`src/rtl/id_ex_stage.sv`:
```
// Decode/execute boundary: register file with write-through, operand forwarding,
// load-use stall, early branch resolution and the ID/EX pipeline register.
module id_ex_stage #(
   parameter int NUM_REG        = 32,
   parameter int REG_ADDR_WIDTH = 5,
   parameter int REG_WIDTH      = 32,
   parameter int PC_WIDTH       = 32,
   parameter int NUM_FWD        = 3,
   parameter int CNT_WIDTH      = 16
) (
   input  logic                              clk,
   input  logic                              reset_n,
   input  logic                              id_valid,
   output logic                              id_ready,
   input  logic [PC_WIDTH-1:0]               id_pc,
   input  logic [REG_ADDR_WIDTH-1:0]         id_rs1,
   input  logic [REG_ADDR_WIDTH-1:0]         id_rs2,
   input  logic [REG_ADDR_WIDTH-1:0]         id_rd,
   input  logic                              id_rd_wr,
   input  logic                              id_is_load,
   input  logic                              id_is_branch,
   input  logic                              id_br_un,
   input  logic [1:0]                        id_br_type,
   input  logic [REG_WIDTH-1:0]              id_imm,
   input  logic [NUM_FWD-1:0]                fwd_valid,
   input  logic [NUM_FWD*REG_ADDR_WIDTH-1:0] fwd_rd,
   input  logic [NUM_FWD*REG_WIDTH-1:0]      fwd_data,
   input  logic                              wb_en,
   input  logic [REG_ADDR_WIDTH-1:0]         wb_rd,
   input  logic [REG_WIDTH-1:0]              wb_data,
   input  logic                              ex_ready,
   output logic                              ex_valid,
   output logic [PC_WIDTH-1:0]               ex_pc,
   output logic [REG_WIDTH-1:0]              ex_rs1_data,
   output logic [REG_WIDTH-1:0]              ex_rs2_data,
   output logic [REG_WIDTH-1:0]              ex_imm,
   output logic [REG_ADDR_WIDTH-1:0]         ex_rd,
   output logic                              ex_rd_wr,
   output logic                              ex_is_load,
   output logic                              pc_sel,
   output logic [PC_WIDTH-1:0]               pc_target,
   output logic                              IF_flush,
   output logic [CNT_WIDTH-1:0]              stall_cnt,
   output logic                              stall_state
);

   // Handshake: an instruction moves from ID into the ID/EX register on a clock
   // where id_valid & id_ready; ID/EX contents are consumed where ex_valid & ex_ready,
   // and are held unchanged while ex_valid & !ex_ready.

   typedef enum logic {RUN = 1'b0, STALL = 1'b1} stall_fsm_t;
   stall_fsm_t state, state_nxt;

   logic [REG_WIDTH-1:0] regs [NUM_REG];
   logic [REG_WIDTH-1:0] rs1_val, rs2_val;
   logic                 hazard, transfer, ex_load_en, lt, taken;

   // Youngest forward source wins, then write-through, then the array; x0 is always 0.
   function automatic logic [REG_WIDTH-1:0] pick_operand(
      input logic [REG_ADDR_WIDTH-1:0]         idx,
      input logic [REG_WIDTH-1:0]              rf_val,
      input logic [NUM_FWD-1:0]                fv,
      input logic [NUM_FWD*REG_ADDR_WIDTH-1:0] fr,
      input logic [NUM_FWD*REG_WIDTH-1:0]      fd,
      input logic                              we,
      input logic [REG_ADDR_WIDTH-1:0]         wr,
      input logic [REG_WIDTH-1:0]              wd
   );
      logic [REG_WIDTH-1:0] val;
      val = (we && wr == idx) ? wd : rf_val;
      for (int i = NUM_FWD - 1; i >= 0; i--) begin
         if (fv[i] && fr[i*REG_ADDR_WIDTH +: REG_ADDR_WIDTH] == idx)
            val = fd[i*REG_WIDTH +: REG_WIDTH];
      end
      if (idx == '0)
         val = '0;
      return val;
   endfunction

   always_comb begin
      rs1_val = pick_operand(id_rs1, regs[id_rs1], fwd_valid, fwd_rd, fwd_data,
                             wb_en, wb_rd, wb_data);
      rs2_val = pick_operand(id_rs2, regs[id_rs2], fwd_valid, fwd_rd, fwd_data,
                             wb_en, wb_rd, wb_data);
   end

   assign hazard     = ex_valid && ex_is_load && (ex_rd != '0) && id_valid &&
                       ((ex_rd == id_rs1) || (ex_rd == id_rs2));
   assign ex_load_en = !ex_valid || ex_ready;
   assign id_ready   = !hazard && ex_load_en;
   assign transfer   = id_valid && id_ready;

   always_comb begin
      lt    = id_br_un ? (rs1_val < rs2_val) : ($signed(rs1_val) < $signed(rs2_val));
      taken = 1'b0;
      case (id_br_type)
         2'b00:   taken = (rs1_val == rs2_val);
         2'b01:   taken = (rs1_val != rs2_val);
         2'b10:   taken = lt;
         default: taken = !lt;
      endcase
   end

   assign pc_sel    = reset_n && transfer && id_is_branch && taken;
   assign IF_flush  = pc_sel;
   assign pc_target = id_pc + PC_WIDTH'($signed(id_imm));

   always_ff @(posedge clk) begin
      if (!reset_n) begin
         for (int i = 0; i < NUM_REG; i++)
            regs[i] <= '0;
      end else if (wb_en && wb_rd != '0) begin
         regs[wb_rd] <= wb_data;
      end
   end

   // A bubble only clears ex_valid; stale data fields are never observed.
   always_ff @(posedge clk) begin
      if (!reset_n) begin
         ex_valid    <= 1'b0;
         ex_pc       <= '0;
         ex_rs1_data <= '0;
         ex_rs2_data <= '0;
         ex_imm      <= '0;
         ex_rd       <= '0;
         ex_rd_wr    <= 1'b0;
         ex_is_load  <= 1'b0;
      end else if (ex_load_en) begin
         ex_valid <= transfer;
         if (transfer) begin
            ex_pc       <= id_pc;
            ex_rs1_data <= rs1_val;
            ex_rs2_data <= rs2_val;
            ex_imm      <= id_imm;
            ex_rd       <= id_rd;
            ex_rd_wr    <= id_rd_wr;
            ex_is_load  <= id_is_load;
         end
      end
   end

   always_ff @(posedge clk) begin
      if (!reset_n)
         state <= RUN;
      else
         state <= state_nxt;
   end

   always_comb begin
      state_nxt = state;
      case (state)
         RUN:     if (id_valid && !id_ready) state_nxt = STALL;
         STALL:   if (!id_valid || id_ready) state_nxt = RUN;
         default: state_nxt = RUN;
      endcase
   end

   assign stall_state = (state == STALL);

   always_ff @(posedge clk) begin
      if (!reset_n)
         stall_cnt <= '0;
      else if (id_valid && !id_ready && stall_cnt != '1)
         stall_cnt <= stall_cnt + CNT_WIDTH'(1);
   end

endmodule

```
`config.mk`:
```
export PLATFORM = sky130hd
export DESIGN_NAME = id_ex_stage
export DESIGN_NICKNAME = d
export VERILOG_FILES = /design/src/rtl/id_ex_stage.sv
export SDC_FILE = /design/constraint.sdc
export NUM_CORES = 2
export LEC_CHECK = 0
export ABC_CLOCK_PERIOD_IN_PS = 12830
export CAP_MARGIN = 5
export CORE_MARGIN = 3
export CORE_UTILIZATION = 40
export DETAILED_ROUTE_END_ITERATION = 12
export GPL_TIMING_DRIVEN = 1
export SLEW_MARGIN = 40
export SYNTH_ARGS = -nofsm -noshare
export SYNTH_HDL_FRONTEND = slang
export SYNTH_SLANG_ARGS = --single-unit
```
`constraint.sdc`:
```
create_clock -name clk -period 12.83 [get_ports clk]
set_input_delay 2.566 -clock clk [delete_from_list [all_inputs] [get_ports clk]]
set_output_delay 2.566 -clock clk [all_outputs]
set_load 0.05 [all_outputs]
```
Yosys cells after proc, flatten, opt, wreduce, memory -nomap -nowiden
Memory sizes are Yosys's and may differ from the RTL's.
Cells that the tools add are included.
- flip-flop bits (word level): 153
- bits in writable memories: 1024
- bits of input ports: 241
- output and inout port bits: 188
- word-level logic and storage cells: 88
- memories: 1
- add/sub/neg operators: 2
- order comparisons: 2
- eq/ne operators: 15
- muxes and demuxes: 22
- bitwise operators: 1
- reduce and logical (&&, ||, !) cells: 35
- memory list (memory ; depth ; width ; read ports ; clocked after memory_dff ; wr ports ; line ; text):
    regs ; 32 ; 32 ; 2 ; 0 ; 32 ; 54 ; logic [REG_WIDTH-1:0] regs [NUM_REG];
- operator list (operator ; count):
    $mux 32 ; 11
    $lt 32x32->1 ; 2
    $eq 5x5->1 ; 10
    $add 32x32->32 ; 1
    $eq 32x32->1 ; 1
    $ne 32x32->1 ; 1
    $reduce_or 32->1 ; 1
    $logic_and 1x1->1 ; 20
    $add 16x1->16 const B ; 1
    $ne 16x16->1 const B ; 1
    $logic_not 5->1 ; 2
    $reduce_bool 5->1 ; 2
    $mux 1 ; 8
    $logic_not 1->1 ; 5
    $mux 5 ; 1
    $logic_or 1x1->1 ; 3
    $pmux 1 s3 ; 1
    $eq 2x1->1 const B ; 1
    $eq 2x2->1 const B ; 1
    $logic_not 2->1 ; 1
    $pmux 1 s2 ; 1
    $reduce_and 2->1 ; 1
    $not 1->1 ; 1

Longest topological paths before layout
- word-level depth: 12
- gate-level depth with buffers: 24
- depth with buffers taken out: 18

Worst setup path before layout
OpenSTA, ideal clock, no wires.
- kind: input port to output port
- from: input port id_rs2[0]
- to: output port pc_sel
- arrival: 7430 ps
- required time: 10264 ps
- setup slack: 2834 ps
- stages on the path: 19
- path buffers: 4
- cells stage by stage: buf_6 -> buf_6 -> buf_2 -> mux4_2 -> mux4_2 -> mux2i_1 -> o22a_1 -> a211o_1 -> ha_1 -> nor2b_1 -> o21a_1 -> o21a_1 -> o21a_1 -> o21ai_0 -> a211oi_1 -> nor4_1 -> nor3_1 -> nor3_1 -> buf_4
- cells in the longest elaborated chain, start to end: 12
- elaborated cells on any way between the ends: 31
- those cells by class: order compare: 2; eq/ne: 7; mux: 7; reduce/logical: 14; memory: 1
- ends and longest elaborated chain (element ; line ; text):
    start: declaration ; 17 ; input logic [REG_ADDR_WIDTH-1:0] id_rs2,
    parallel branches: the longest is 11 deep, another holds $mem_v2 32x32 ; -- ;
    $logic_and 1x1->1 * ; 104 ; assign pc_sel = reset_n && transfer && id_is_branch && taken;
    end: declaration ; 40 ; output logic pc_sel,
Every way passes the cells marked *.

Final worst setup path
- from: input port id_rs1[0]
- to: output port pc_sel
- cells in the longest elaborated chain, start to end: 12
- elaborated cells on any way between the ends: 31
- those cells by class: order compare: 2; eq/ne: 7; mux: 7; reduce/logical: 14; memory: 1
- ends and longest elaborated chain (element ; line ; text):
    start: declaration ; 16 ; input logic [REG_ADDR_WIDTH-1:0] id_rs1,
    parallel branches: the longest is 6 deep, another holds $mem_v2 32x32 ; -- ;
    $mux 32 * ; 75 ; if (idx == '0)
    via rs1_val[18] ; 55 ; logic [REG_WIDTH-1:0] rs1_val, rs2_val;
    $lt 32x32->1 ; 94 ; lt = id_br_un ? (rs1_val < rs2_val) : ($signed(rs1_val) < $signed(rs2_val));
    $mux 1 ; 94 ;
    $logic_not 1->1 ; 100 ; default: taken = !lt;
    $pmux 1 s3 * ; 96 ; case (id_br_type)
    $logic_and 1x1->1 * ; 104 ;
Mark *: on every way through the listed nets, which the timed path passes.

==> impl_metrics.yaml <==
power:
  p_leak_nw: 26.2
  powerDensity_nw_per_um2: 134
  ir_drop_uv: 129
sta:
  finalSetupViolations: 0
  fin_setup_tns_ns: 0
  layout_min_cycle_time_ns: 11.11
  grt_setup_unrepaired: "no"
  fin_crit_sh_pct: 86.6
  worstMarginPinSlew_ns: 0.922
  final_hold_viol_count: 0
  drv_slew: 0
  relSlewSlack_pct: 36.8
  clock-skew-final_ns: 0.0389
  max_freq_mhz: 90.0
finish:
  mostFrequentLayoutCells: "1024 x edfxtp_1, 1011 x and2_1, 640 x mux4_2, 410 x clkdlybuf4s50_1, 242 x nand2_1"
  syn_to_final_growth_pct: 18.1
  final_common_cell: "edfxtp_1"
  final_core_util_pct: 47.8
  drive_above_1_share_pct: 22.3
  finalNetCount: 5209
floorplan:
  fp-row-count: 146
  die_area_um2: 166000
  die_y_um: 408
  num_io_pins: 429
  core-area_um2: 159000
  initial_core_util_pct: 40.5
  die-width_um: 408
route:
  via_count: 45100
  postRouteAntennaNets: 0
  vias_per_cell: 6.29
  first_iter_violations: 6755
  drt-total-wl_mm: 259
  drtPass1Iterations: 6
  drcViolationCount: 0
  wl_per_cell_um: 36.1
clocking:
  cts_sinks: 1177
  clock_latency_ns: 0.80
  post-cts-setup-buffer-count: 0
  cts_made_buffers: 136
  clockRootBuffer: "clkbuf_16"
  cts_tree: "yes"
  clock_path_buffers: 3
  cts.clk_slew.worst_paths_ns: 0.06
  cts_hold_buffers: 0
  cts-resized-gates: 0
  htree_levels: 4
worst_setup_path:
  cp.required_ns: 10.26
  slowest_delay_ns: 0.73
  endpoint_kind: "primary output"
  crit_type: "in2out"
  crit_arrival_ns: 8.54
  startpoint_type: "primary input"
  crit_chain: "buf_8 -> buf_4 -> mux4_2 -> mux4_2 -> mux2i_1 -> nor2_1 -> a21oi_1 -> o21a_1 -> nor3_1 -> ha_1 -> a21o_1 -> a21oi_1 -> o21ai_0 -> a21oi_1 -> nand3_1 -> nor4_1 -> nor3_1 -> nor3_1 -> buf_4"
  cp_slowest_cell: "mux2i_1"
  path_max_fanout: 46
placement:
  routabilityCongestion: 0.990
  io_buffers: 428
  place_hpwl_mm: 164
hold_path:
  hp-class: "reg2reg"
global_routing:
  grt_pass1_wl_mm: 357
  antenna_found_initial: 35
  grt_use_total_pct: 30.6
  grt.met3_usage_pct: 9.13
  grt_pass1_vias: 44500
  grtUsageMet1_pct: 39.0
  overflow: 0
  grt_use_met2_pct: 47.3
  grt_max_degree: 100
  grt-busiest-layer: "met2"
logic_synthesis:
  synth-seq-cells: 1177
  synth.avg_cell_area_um2: 14.1
  synth_area_um2: 64600
  synth_cells: 4589
  synthArstFlopShare_pct: 0
  synthFlopType: "edfxtp_1"
  synth_warnings: 0
  ys_seq_area_share_pct: 52.3
  synth_edf_count: 1024
  synth.distinct_cells: 66
flow_run:
  cap_viol_max_count: 0
outcome:
  status: "finished, final reports clean"
==> final cells by class <==
type                       count  area (um2)
antenna                       11        27.5
clock buffer                 173        3590
clock inverter                71         721
fill                       13900       83200
inverter                      21        83.8
multi-input combinational   2968       29400
sequential                  1177       33800
tap                         2146        2690
timing repair buffer         599        5960
==> synth_stat cells, types with 5 or more instances <==
| master | number | area share (%) |
|---|---|---|
| and3_1 | 10 | 0.097 |
| nor4_1 | 6 | 0.058 |
| buf_6 | 17 | 0.30 |
| o21ai_1 | 32 | 0.25 |
| mux2i_1 | 51 | 0.79 |
| buf_1 | 12 | 0.070 |
| inv_1 | 20 | 0.12 |
| nor2_1 | 143 | 0.83 |
| edfxtp_1 | 1024 | 48 |
| nand4_1 | 11 | 0.11 |
| clkbuf_1 | 283 | 1.6 |
| dfxtp_1 | 153 | 4.7 |
| buf_2 | 114 | 0.88 |
| xor2_1 | 46 | 0.62 |
| a41oi_1 | 12 | 0.16 |
| o211ai_1 | 6 | 0.070 |
| o22a_1 | 17 | 0.23 |
| ha_1 | 64 | 1.2 |
| o21ai_0 | 50 | 0.39 |
| mux4_2 | 640 | 22 |
| nor3_1 | 40 | 0.31 |
| a221oi_1 | 29 | 0.39 |
| o21a_1 | 36 | 0.42 |
| or4_1 | 5 | 0.058 |
| a21oi_1 | 209 | 1.6 |
| buf_4 | 28 | 0.33 |
| a211o_1 | 31 | 0.42 |
| xnor2_1 | 45 | 0.61 |
| a21o_1 | 26 | 0.30 |
| and2_1 | 1011 | 9.8 |
| o22ai_1 | 42 | 0.41 |
| nor2b_1 | 20 | 0.19 |
| nand2_1 | 245 | 1.4 |
| nand3_1 | 45 | 0.35 |
==> metal layers <==
| layer | routed length, um | share of wire (%) |
|---|---|---|
| met1 | 93700 | 36 |
| met2 | 118000 | 46 |
| met3 | 31600 | 12 |
| met4 | 15200 | 5.9 |
| met5 | 24 | 0.0093 |
==> metrics by stage <==
step	hold WS (ns)	setup WS, ns	power, mW	instances	instance area, um2
final	0.453	1.72	10.2	7166	76300
after global routing	0.468	1.41	10.5	7164	76300
after CTS	0.453	1.77	10.2	7153	76200
after detailed placement	0.446	1.78	6.42	6909	71900
after global placement	0.441	1.68	6.40	6892	71600
after floorplan	0.672	2.83	5.65	4620	64700
==> flip-flops by register name (all words and copies together) (netlist names) <==
signal / flops
stall_cnt: 16
stall_state: 1
ex_imm: 32
ex_pc: 32
ex_is_load: 1
ex_rd_wr: 1
ex_rd: 5
ex_rs2_data: 32
ex_valid: 1
ex_rs1_data: 32
regs: 1024
==> kinds of logic (layout without fill, tap and decap cells) <==
group	after synthesis	count (layout)	share of synthesized area [%]
adders and majority gates	65	65	1.27
DFF	1177	1177	52.3
buffers and inverters	475	864	3.34
AOI/OAI and AO/OA	518	518	5.04
xor gates and xnor gates	91	91	1.23
and+or+nand+nor	1571	1571	13.7
muxes	691	691	23.1
other	1	43	0.00580
==> report_power, final <==
group	switching (mW)	leakage (nW)	total (mW)	internal, mW
clock network	1.72	2.09	3.80	2.08
registers	0.113	11.0	4.49	4.38
logic	1.14	13.1	1.90	0.758
==> worst max-delay path: cells and delay by family <==
family,cells,cell delay (ns)
AOI/OAI and AO/OA,6,1.08
adders and majority gates,1,0.34
buffers and inverters,3,1.36
muxes,3,1.81
and+or+nand+nor,6,1.28
==> worst paths after layout <==
path,to,slack (ns),startpoint,cells past startpoint
worst max-delay path,pc_sel,1.72,id_rs1[0],19
worst min-delay path,ex_imm[13],0.45,ex_imm[13],2
worst max register to register,ex_rs2_data[29],9.58,ex_rd[0],10
worst min register to register,ex_imm[13],0.45,ex_imm[13],2
(Power assumes the default switching activity.)
